--- src/rtl/fpu_div_sequencer.sv ---
// Sequences one FP divide: latches operands, handshakes them into the divider, collects the quotient.
// Optional divider watchdog enabled by defining FDIV_TIMEOUT_EN; latency start->done is 4 cycles minimum.
module fpu_div_sequencer #(
  parameter int TIMEOUT_CYCLES = 64
) (
  input  logic        clk,
  input  logic        rst,
  input  logic        start,
  input  logic [31:0] op_a,
  input  logic [31:0] op_b,
  input  logic [4:0]  rd_in,
  input  logic        flush,
  output logic        busy,
  output logic        done,
  output logic [31:0] result,
  output logic [4:0]  rd_out,
  output logic        timeout_err,
  output logic [31:0] div_a,
  output logic [31:0] div_b,
  output logic        div_a_stb,
  output logic        div_b_stb,
  input  logic        div_a_ack,
  input  logic        div_b_ack,
  input  logic [31:0] div_z,
  input  logic        div_z_stb,
  output logic        div_z_ack
);

  typedef enum logic [2:0] {IDLE, SEND, WAIT_Z, ACK_Z, DONE} state_t;

  state_t      state_q, state_d;
  logic [31:0] div_a_q, div_a_d, div_b_q, div_b_d, result_q, result_d;
  logic [4:0]  tag_q, tag_d, rd_out_q, rd_out_d;
  logic        a_stb_q, a_stb_d, b_stb_q, b_stb_d;
  logic        drop_q, drop_d, tmo_q, tmo_d;
  logic        tmo_hit;

`ifdef FDIV_TIMEOUT_EN
  localparam int CW = $clog2(TIMEOUT_CYCLES + 1);
  logic [CW-1:0] cnt_q, cnt_d;

  assign tmo_hit = (state_q == WAIT_Z) && !div_z_stb && (cnt_q == CW'(TIMEOUT_CYCLES - 1));

  always_comb begin
    cnt_d = '0;
    if (state_q == WAIT_Z && !div_z_stb && !tmo_hit) cnt_d = cnt_q + 1'b1;
  end

  always_ff @(posedge clk or negedge rst) begin
    if (!rst) cnt_q <= '0;
    else      cnt_q <= cnt_d;
  end
`else
  logic unused_timeout_cfg;
  assign unused_timeout_cfg = (TIMEOUT_CYCLES != 0);
  assign tmo_hit = 1'b0;
`endif

  always_ff @(posedge clk or negedge rst) begin
    if (!rst) begin
      state_q  <= IDLE;
      div_a_q  <= '0;
      div_b_q  <= '0;
      result_q <= '0;
      tag_q    <= '0;
      rd_out_q <= '0;
      a_stb_q  <= 1'b0;
      b_stb_q  <= 1'b0;
      drop_q   <= 1'b0;
      tmo_q    <= 1'b0;
    end else begin
      state_q  <= state_d;
      div_a_q  <= div_a_d;
      div_b_q  <= div_b_d;
      result_q <= result_d;
      tag_q    <= tag_d;
      rd_out_q <= rd_out_d;
      a_stb_q  <= a_stb_d;
      b_stb_q  <= b_stb_d;
      drop_q   <= drop_d;
      tmo_q    <= tmo_d;
    end
  end

  always_comb begin
    state_d = state_q;
    case (state_q)
      IDLE:    if (start) state_d = SEND;
      // An operand is finished once its strobe has dropped or its ack is present now.
      SEND:    if ((!a_stb_q || div_a_ack) && (!b_stb_q || div_b_ack)) state_d = WAIT_Z;
      WAIT_Z:  if (div_z_stb) state_d = ACK_Z;
               else if (tmo_hit) state_d = DONE;
      ACK_Z:   state_d = DONE;
      DONE:    state_d = IDLE;
      default: state_d = IDLE;
    endcase
  end

  always_comb begin
    div_a_d  = div_a_q;
    div_b_d  = div_b_q;
    result_d = result_q;
    tag_d    = tag_q;
    rd_out_d = rd_out_q;
    a_stb_d  = a_stb_q;
    b_stb_d  = b_stb_q;
    drop_d   = drop_q;
    tmo_d    = tmo_q;
    case (state_q)
      IDLE: if (start) begin
        div_a_d = op_a;
        div_b_d = op_b;
        tag_d   = rd_in;
        a_stb_d = 1'b1;
        b_stb_d = 1'b1;
        drop_d  = 1'b0;
        tmo_d   = 1'b0;
      end
      SEND: begin
        if (div_a_ack) a_stb_d = 1'b0;
        if (div_b_ack) b_stb_d = 1'b0;
      end
      WAIT_Z: if (div_z_stb) begin
        result_d = div_z;
        rd_out_d = tag_q;
      end else if (tmo_hit) begin
        result_d = 32'h7FC0_0000;
        rd_out_d = tag_q;
        tmo_d    = 1'b1;
      end
      default: ;
    endcase
    // A killed divide still finishes its handshake; only the done pulse is withheld.
    if (flush && (state_q == SEND || state_q == WAIT_Z || state_q == ACK_Z)) drop_d = 1'b1;
  end

  always_comb begin
    busy        = (state_q != IDLE);
    done        = (state_q == DONE) && !drop_q;
    timeout_err = (state_q == DONE) && !drop_q && tmo_q;
    div_z_ack   = (state_q == ACK_Z);
    div_a_stb   = a_stb_q;
    div_b_stb   = b_stb_q;
    div_a       = div_a_q;
    div_b       = div_b_q;
    result      = result_q;
    rd_out      = rd_out_q;
  end

endmodule

--- config.mk ---
export PLATFORM = sky130hd
export DESIGN_NAME = fpu_div_sequencer
export DESIGN_NICKNAME = d
export VERILOG_FILES = /design/src/rtl/fpu_div_sequencer.sv
export SDC_FILE = /design/constraint.sdc
export NUM_CORES = 1
export LEC_CHECK = 0
export CELL_PAD_IN_SITES_DETAIL_PLACEMENT = 0
export CELL_PAD_IN_SITES_GLOBAL_PLACEMENT = 1
export CORE_MARGIN = 2
export CORE_UTILIZATION = 34
export CTS_CLUSTER_SIZE = 12
export DETAILED_ROUTE_END_ITERATION = 7
export PLACE_DENSITY_LB_ADDON = 0.3
export SKIP_LAST_GASP = 1
export SLEW_MARGIN = 20
export SYNTH_ARGS = -nofsm -noshare
export SYNTH_HDL_FRONTEND = slang
export SYNTH_SLANG_ARGS = --single-unit
--- constraint.sdc ---
create_clock -name clk -period 3.75 [get_ports clk]
set_input_delay 0.9375 -clock clk [delete_from_list [all_inputs] [get_ports clk]]
set_output_delay 0.9375 -clock clk [all_outputs]
set_load 0.02 [all_outputs]
==> results, run 1 <==
- Across the routed clock network, the largest skew measured is 7.72 ps.
- The standard cell core area is 0.0125 mm².
- With fillers left out, the area of the finished cells amounts to 0.00686 mm².
- The share of the synthesized area in compound gates (AO/OA/AOI/OAI) is 1.64%.
- Setup repair after global routing left no endpoint under its margin.
- After synthesis, the largest area contributor takes up 65.4% of total cell area.
- On the final layout, the worst hold slack is 484 ps.
- The iteration count of the initial detailed-routing pass is 4.
- The initial antenna violation count was 0.
- The sequential fraction of design power is 35.4%.
- At the pin with the least slew margin, the transition time is 751 ps.
- TritonCTS built the clock tree.
- The internal portion of the total power is 4.00 mW.
- The initial utilization of the core area, before any placement, comes to 34.4%.
- In this run switching power makes up 34.3% of total power.
- The number of max-slew violations in the final report is 0.
- In this run the worst hold path is classified as flop to flop.
- The number of top-level pins is 215.
- The storage element area is 0.00280 mm².
- The flow ran to the end, and the final reports show no timing, DRC or antenna violations.
- The area growth from synthesis to final layout is 60.2%.
- The distinct cell type count after synthesis is 25.
- The layout has 1,068 filler cells.
- The number of antenna diodes in the final layout is 0.
- The synthesized instance count is 257.
- The biggest area consumer among synthesized cells is sky130_fd_sc_hd__dfrtp_1.
- The clock tree root driver cell is sky130_fd_sc_hd__clkbuf_16.
- The total overflow left after global routing is 0.
- Dividing the final minimum period by the clock period gives 75.3%.
- Using the TritonRoute via totals, the vias-per-cell ratio works out to 4.45.
- Summed over all nets, the switching power comes to 2.08 mW.
- Summing the areas of all fa, ha and maj instances in the mapped netlist gives 0% of the synthesized area.
- The total of endpoints with negative setup slack in the final report is 0.
- The kind of start point of the critical path is a flop.
- By startpoint and endpoint, the worst setup path is classified as flop to output port.
- The number of hold violations in the final report is 0.
- The worst endpoint required time is 2810 ps.
- CTS built an H-tree with a depth of 3.
- The area of the multi-input gates is 0.00137 mm².
- At the end of the flow, the number of nets in the layout was 581.
- The placed instances occupy a cell area of 0.00659 mm².
- The total of flip-flops plus latches after synthesis is 112.
- The number of sinks handled by clock tree synthesis is 112.
- After synthesis, the mean cell area works out to 16.7 µm².
- The height of the chip is 116 µm.
- Summed over all layers, the routed wires come to 9910 µm.
- After clock tree synthesis, the setup repair step added 0 buffers.
- The number of hold buffers added after CTS was 0.
- The first-pass GRT wire length is 15,200 µm.
- The count of buffers added on input and output ports is 213.
- The leakage power figure is 2.83 nW.
- The overall die area is 0.0135 mm².
- In this run the remaining antenna-violating nets after routing total 0.
- The insertion delay to the later sink of the worst-skew pair is 340 ps.
- The cell area that synthesis handed to floorplanning was 0.00428 mm².
- STA classifies the critical path endpoint as an output port.
- No sink is reached through more buffers than the 2 on the longest clock path.
- After synthesis, the largest family of logic cells by area is multiplexers.
- The worst pin sits at a relative slew slack of 49.9%.
- VDD sags by at most 0.000398 V.
- The floorplan has 41 rows.
- Entering global routing, the biggest net connects 58 pins.
- The mean routed wirelength per cell is 15.3 µm.
- Based on the critical path, the design can be clocked at up to 354 MHz.
- After detailed routing, the number of remaining DRC violations is 0.
- The multiplexer area fraction after synthesis is 27.9%.
- Detailed routing inserted a total of 2,886 vias.
- The parity-gate share of the synthesized area counting xor and xnor cells is 0%.
- The number of global-route vias before repair came to 2,963.
- The max-capacitance violation count is 0.
- After routing, the total negative slack on setup checks comes to 0 ps.
- The Yosys step of the flow raised 0 warnings.
- The sequential fraction of the synthesis area is 65.4%.
- The overall global routing resource usage is 14.7%.
- The post-route netlist has 24.8% of its cells at a drive strength greater than 1.
- Combinational cells account for 49.8% of the total power.
- The areal power density over the cells is 886 mW/mm².
- The number of nets produced by synthesis is 365.
- At the worst endpoint, the arrival time is 1890 ps.
- After the first detailed-routing iteration, the DRC count stood at 121.
- In the post-synthesis netlist, the biggest area contributors are sky130_fd_sc_hd__dfrtp_1, sky130_fd_sc_hd__mux2_2, sky130_fd_sc_hd__mux2_1.
- The number of CTS-inserted buffers is 9.
- The congestion estimate from routability-driven global placement came to 0.754.
- After Yosys synthesis, and, or, nand and nor cells account for 2.31% of the synthesized area.
- Summed over all nets, the half-perimeter wirelength after detailed placement is 7260 µm.
- The power share of the clock group is 14.8%.
- For the finished layout, the period the worst path requires is 2820 ps.
- The width of the die is 116 µm.
- The clock-pin slew of the registers on the worst-case setup and hold paths is 70 ps.
- The biggest fanout along the worst timing path is 11.
- After clock tree synthesis, the repair step resized 0 gates.
[kinds of logic after synthesis]
logic type	after synthesis
mux	106
compound gates	10
other cells	1
simple gates	12
flops	112
buf+inv	16
[worst paths after layout]
| check | from | end | slack, ps | depth (start not counted) |
|---|---|---|---|---|
| setup / recovery | state_q[0]$_DFFE_PN0P_ | done | 930 | 2 |
| hold / removal | div_b[18]$_DFFE_PN0P_ | div_b[18]$_DFFE_PN0P_ | 480 | 1 |
| setup reg to reg | state_q[0]$_DFFE_PN0P_ | div_b[1]$_DFFE_PN0P_ | 1660 | 4 |
| hold reg to reg | div_b[18]$_DFFE_PN0P_ | div_b[18]$_DFFE_PN0P_ | 480 | 1 |
| max in group asynchronous | rst | div_a[0]$_DFFE_PN0P_ | 2340 | 2 |
| min in group asynchronous | rst | div_a[31]$_DFFE_PN0P_ | 660 | 1 |
[cell usage in the layout (no fill, tap or decap)]
cell type,count
sky130_fd_sc_hd__inv_1,3
sky130_fd_sc_hd__mux2_1,10
sky130_fd_sc_hd__nor3b_1,1
sky130_fd_sc_hd__clkbuf_8,3
sky130_fd_sc_hd__buf_4,4
sky130_fd_sc_hd__o21bai_1,1
sky130_fd_sc_hd__nor2_1,1
sky130_fd_sc_hd__o2bb2ai_1,2
sky130_fd_sc_hd__dfrtp_1,112
sky130_fd_sc_hd__nor2_8,1
sky130_fd_sc_hd__o22ai_1,1
sky130_fd_sc_hd__nand2_1,3
sky130_fd_sc_hd__conb_1,1
sky130_fd_sc_hd__or3_4,1
sky130_fd_sc_hd__clkbuf_16,9
sky130_fd_sc_hd__nor2b_1,1
sky130_fd_sc_hd__a21oi_1,2
sky130_fd_sc_hd__and4bb_2,1
sky130_fd_sc_hd__o21ai_0,2
sky130_fd_sc_hd__and3b_1,2
sky130_fd_sc_hd__mux2_2,96
sky130_fd_sc_hd__clkdlybuf4s50_1,212
sky130_fd_sc_hd__clkbuf_1,2
sky130_fd_sc_hd__o221a_2,1
sky130_fd_sc_hd__nor4b_1,1
sky130_fd_sc_hd__buf_12,2
sky130_fd_sc_hd__a21o_1,1
[flip-flops by register name, summed over array words and instances, names as in the netlist]
register,count
drop_q,1
div_a_stb,1
tag_q,5
div_a,32
div_b_stb,1
rd_out,5
div_b,32
state_q,3
result,32
[power by group through the flow]
stage,Combinational (mW),Sequential (mW),Clock (mW)
final,3.03,2.15,0.899
after global routing,3.20,2.24,0.995
after CTS,3.08,2.16,0.941
after detailed placement,3.06,2.18,0
after global placement,3.03,2.15,0
after floorplan,0.908,2.84,0
[synthesized netlist by cell type]
cell type and count:
sky130_fd_sc_hd__a21oi_1 2, sky130_fd_sc_hd__inv_1 3, sky130_fd_sc_hd__and3b_1 2, sky130_fd_sc_hd__o22ai_1 1
sky130_fd_sc_hd__nor3b_1 1, sky130_fd_sc_hd__buf_6 1, sky130_fd_sc_hd__o21ai_0 2, sky130_fd_sc_hd__nor2_1 1
sky130_fd_sc_hd__buf_8 1, sky130_fd_sc_hd__mux2_1 10, sky130_fd_sc_hd__nor2_8 1, sky130_fd_sc_hd__o21bai_1 1
sky130_fd_sc_hd__a21o_1 1, sky130_fd_sc_hd__o2bb2ai_1 2, sky130_fd_sc_hd__dfrtp_1 112, sky130_fd_sc_hd__conb_1 1
sky130_fd_sc_hd__buf_2 2, sky130_fd_sc_hd__nor2b_1 1, sky130_fd_sc_hd__mux2_2 96, sky130_fd_sc_hd__nand2_1 3
sky130_fd_sc_hd__nor4b_1 1, sky130_fd_sc_hd__o221a_2 1, sky130_fd_sc_hd__and4bb_2 1, sky130_fd_sc_hd__or3_4 1
sky130_fd_sc_hd__buf_4 9
[area by class of cell]
cell class / count / area share (%)
clock buffer: 14 / 3.99
sequential: 112 / 40.8
timing repair buffer: 218 / 31.9
tap: 172 / 3.14
multi-input combinational: 129 / 19.9
inverter: 3 / 0.164
[per-layer routing]
metal / GRT usage (%) / vias up / share of wire [%] / routed length, µm
met3: 4.26 / 14 / 7.0 / 692
met4: 6.51 / 0 / 1.8 / 181
met1: 18.6 / 1427 / 42 / 4110
met5: 0 / - / 0 / 0
met2: 23.6 / 111 / 50 / 4920
li1: - / 1334 / - / -
[per-stage QoR]
stage                     instances  utilization (%)  worst slack, ps  power, mW
final                           648             55.0              926       6.08
after global routing            648             55.0              788       6.43
after CTS                       648             55.0              934       6.18
after detailed placement        634             52.8              971       5.24
after global placement          634             52.8             1000       5.18
after floorplan                 257                -             1530       3.75
[worst max-delay path: stages (launching register included)]
cell,delay [ps]
sky130_fd_sc_hd__dfrtp_1,500
sky130_fd_sc_hd__nor4b_1,370
sky130_fd_sc_hd__clkdlybuf4s50_1,680
No activity file was read; power rests on OpenSTA's default activity.
==> run 2, diff against run 1 <==
--- a/config.mk
+++ b/config.mk
@@ -8,7 +8,7 @@
 export CELL_PAD_IN_SITES_DETAIL_PLACEMENT = 0
 export CELL_PAD_IN_SITES_GLOBAL_PLACEMENT = 1
 export CORE_MARGIN = 2
-export CORE_UTILIZATION = 34
+export CORE_UTILIZATION = 28
 export CTS_CLUSTER_SIZE = 12
 export DETAILED_ROUTE_END_ITERATION = 7
 export PLACE_DENSITY_LB_ADDON = 0.3
==> constraint.sdc (replaced) <==
create_clock -name clk -period 2.3 [get_ports clk]
set_input_delay 0.575 -clock clk [delete_from_list [all_inputs] [get_ports clk]]
set_output_delay 0.575 -clock clk [all_outputs]
set_load 0.02 [all_outputs]
==> results, run 2 (synthesis results as in run 1) <==
- The flow ran to the end, and the final reports show no timing, DRC or antenna violations.
- The setup slack on the worst flop-to-flop path is 550 ps (-1110 ps).
- The net total in the final layout is 585 (+0.69%).
- The number of inserted diodes is 0 (unchanged).
- The ratio of cells with drive above 1 in the final layout was 25.9% (+1.1 points).
- The total global routing overflow is 0 (unchanged).
- The final wirelength is 10,300 µm (+4.2%).
- The number of core rows is 45 (+9.8%).
- The data arrival time of the critical path is 1610 ps (-280 ps).
- The post-detailed-route via-to-cell ratio came to 4.39 (-1.5%).
- The terminus of the critical flop-to-flop path is div_a[17]$_DFFE_PN0P_.
- The biggest fanout along the worst timing path was 8 (-3).
- The clock tree root driver cell is sky130_fd_sc_hd__clkbuf_16.
- The clock-pin slew of the registers on the worst-case setup and hold paths was 70 ps (about the same).
- The number of CTS-inserted buffers is 9 (unchanged).
- The iteration count of the initial detailed-routing pass is 4 (unchanged).
- The number of max-slew violations in the final report is 0 (unchanged).
- The number of nets with antenna violations after routing is 0 (unchanged).
- The startpoint-to-endpoint class of the critical path is flop to output port.
- TritonCTS built the clock tree.
- The initial antenna violation count is 0 (unchanged).
- The highest attainable clock frequency is 457 MHz.
- In the layout the commonest cells are sky130_fd_sc_hd__clkdlybuf4s50_1, sky130_fd_sc_hd__dfrtp_1, sky130_fd_sc_hd__mux2_2.
- The number of remaining DRC errors is 0 (unchanged).
- Setup repair after global routing left no endpoint under its margin.
- The number of DRC markers after the initial detailed-route iteration is 52 (-57%).
- The highest cell delay on the worst timing path is 450 ps (-230 ps).
- The worst reg2reg path depth is 4 (unchanged).
- The max-capacitance violation count is 0 (unchanged).
- The area growth from synthesis to final layout is 62.6%.
- The final cycle utilization of the critical path is 95.2%.
- The slowest stage of the critical path belongs to the cell sky130_fd_sc_hd__dfrtp_1.
- The H-tree level count is 3 (unchanged).
- The areal power density over the cells is 1440 mW/mm² (+63%).
- The height of the chip was 128 µm (+9.8%).
- The pin count of the biggest net entering global routing was 47 (-19%).
- The total of endpoints with negative setup slack in the final report is 0 (unchanged).
- The non-filler instance count after layout was 670 (+3.4%).
- The largest buffer count on any clock path is 2 (unchanged).
- The standard cell core area is 0.0151 mm² (+21%).
- The worst endpoint required time is 1730 ps (-1080 ps).
- The final RePlAce weighted congestion was 0.731 (-3.0%).
- The via count of the routed design is 2,939 (+1.8%).
- The relative max-transition margin is 60.1% (+10 points).
- The number of sinks handled by clock tree synthesis came to 112 (unchanged).
- The overall die area is 0.0163 mm² (+21%).
- The kind of start point of the critical path is a flop.
- The number of hold violations in the final report is 0 (unchanged).
- The effective utilization at floorplan was 28.4% (-6.0 points).
- The number of global-route vias before repair is 3,248 (+9.6%).
- The width of the die is 128 µm (+9.8%).
- The number of top-level pins was 215 (unchanged).
- The number of buffer cells added on primary ports is 213 (unchanged).
- The shortest clock period the worst path allows after layout is 2190 ps.
- The peak ir drop on the vdd network came to 0.000727 V (+82%).
- In this design, the largest share of critical-path delay is due to flip-flops.
- The placed wire-length estimate is 7700 µm (+6.1%).
- The clock tree skew after final layout is 5.97 ps (-1.75 ps).
- The setup TNS came to 0 ps (unchanged).
- The class of the worst hold path is primary input to async pin.
- The number of buffers and inverters on the critical path is 1 (unchanged).
- Traced cell by cell, the critical path runs through or3_4, dlygate4sd2_1.
- The startpoint of the worst register-to-register path is state_q[1]$_DFFE_PN0P_.
- The measured slew at the worst slew-check pin is 598 ps (-153 ps).
- The nature of the critical path endpoint is an output port.
- The total instance count after detailed placement came to 654 (+3.2%).
- The insertion delay to the later sink of the worst-skew pair was 350 ps (about the same).
- The mean routed wirelength per cell is 15.4 µm (+0.82%).
- The leakage power figure came to 2.88 nW (+1.9%).
- The first-pass GRT wire length is 16,200 µm (+6.1%).
- The commonest non-fill, non-tap cell in the layout is sky130_fd_sc_hd__clkdlybuf4s50_1.
- The overall global routing resource usage is 12.8% (-2.0 points).
==> run 2: cell types whose count changed in the layout (fill, tap and decap cells not counted), sizes merged <==
cell,before,now
buf,6,10
clkinvlp,0,2
clkinv,0,3
dlymetal6s2s,0,1
clkbuf,14,10
bufinv,0,1
dlygate4sd2,0,2
clkdlybuf4s50,212,209
==> run 2: worst register-to-register path, delay by kind of cell (launching register included) <==
family	cells	cell delay, ps
buffers and inverters	1	210
and+or+nand+nor	2	580
DFF	1	450
muxes	1	390
==> run 2: layout make-up <==
class / instances / area (µm²)
Fill cell: 1355 / 8130
Sequential cell: 112 / 2800
Timing Repair Buffer: 222 / 2260
Multi-Input combinational cell: 129 / 1370
Tap cell: 188 / 235
Clock buffer: 10 / 229
Clock inverter: 6 / 60.1
Inverter: 3 / 11.3
==> run 2: where the power goes <==
group	switching [mW]	internal, mW
registers	0.512	2.97
logic	2.25	2.76
clock network	0.703	0.840
==> run 2: timing repair <==
action,in CTS,in global routing
setup endpoints to repair,2,1
hold buffers,0,0
resized for setup,2,1
gates cloned,0,0
setup buffers,0,0
==> run 2: per-stage QoR <==
step / cell area (µm²) / setup WS (ps) / util, % / hold WS [ps] / power, mW
floorplan: 4280 / 443 / - / 279 / 6.11
global placement: 6680 / 188 / 44.2 / 467 / 8.53
detailed placement: 6680 / 166 / 44.2 / 476 / 8.63
CTS: 6960 / 6.20 / 46.1 / 237 / 10.2
global route: 6960 / 56.2 / 46.2 / 253 / 10.7
finish: 6960 / 111 / 46.2 / 213 / 10.0
==> run 2: metal layers <==
layer / up-vias / global-route usage (%) / part of all wire, %
li1: 1339 / - / -
met1: 1444 / 15.8 / 43
met2: 142 / 18.9 / 44
met3: 14 / 5.97 / 12
met4: 0 / 6.01 / 1.9
met5: - / 0 / 0
==> run 2: worst max path at each step <==
stage,startpoint,end,slack [ps],cells past startpoint
floorplan,state_q[0]$_DFFE_PN0P_,done,440,2
global placement,start,div_b[0]$_DFFE_PN0P_,190,5
detailed placement,start,div_a[17]$_DFFE_PN0P_,170,5
CTS,state_q[2]$_DFFE_PN0P_,div_z_ack,6,2
global route,state_q[1]$_DFFE_PN0P_,busy,60,2
finish,state_q[1]$_DFFE_PN0P_,busy,110,2
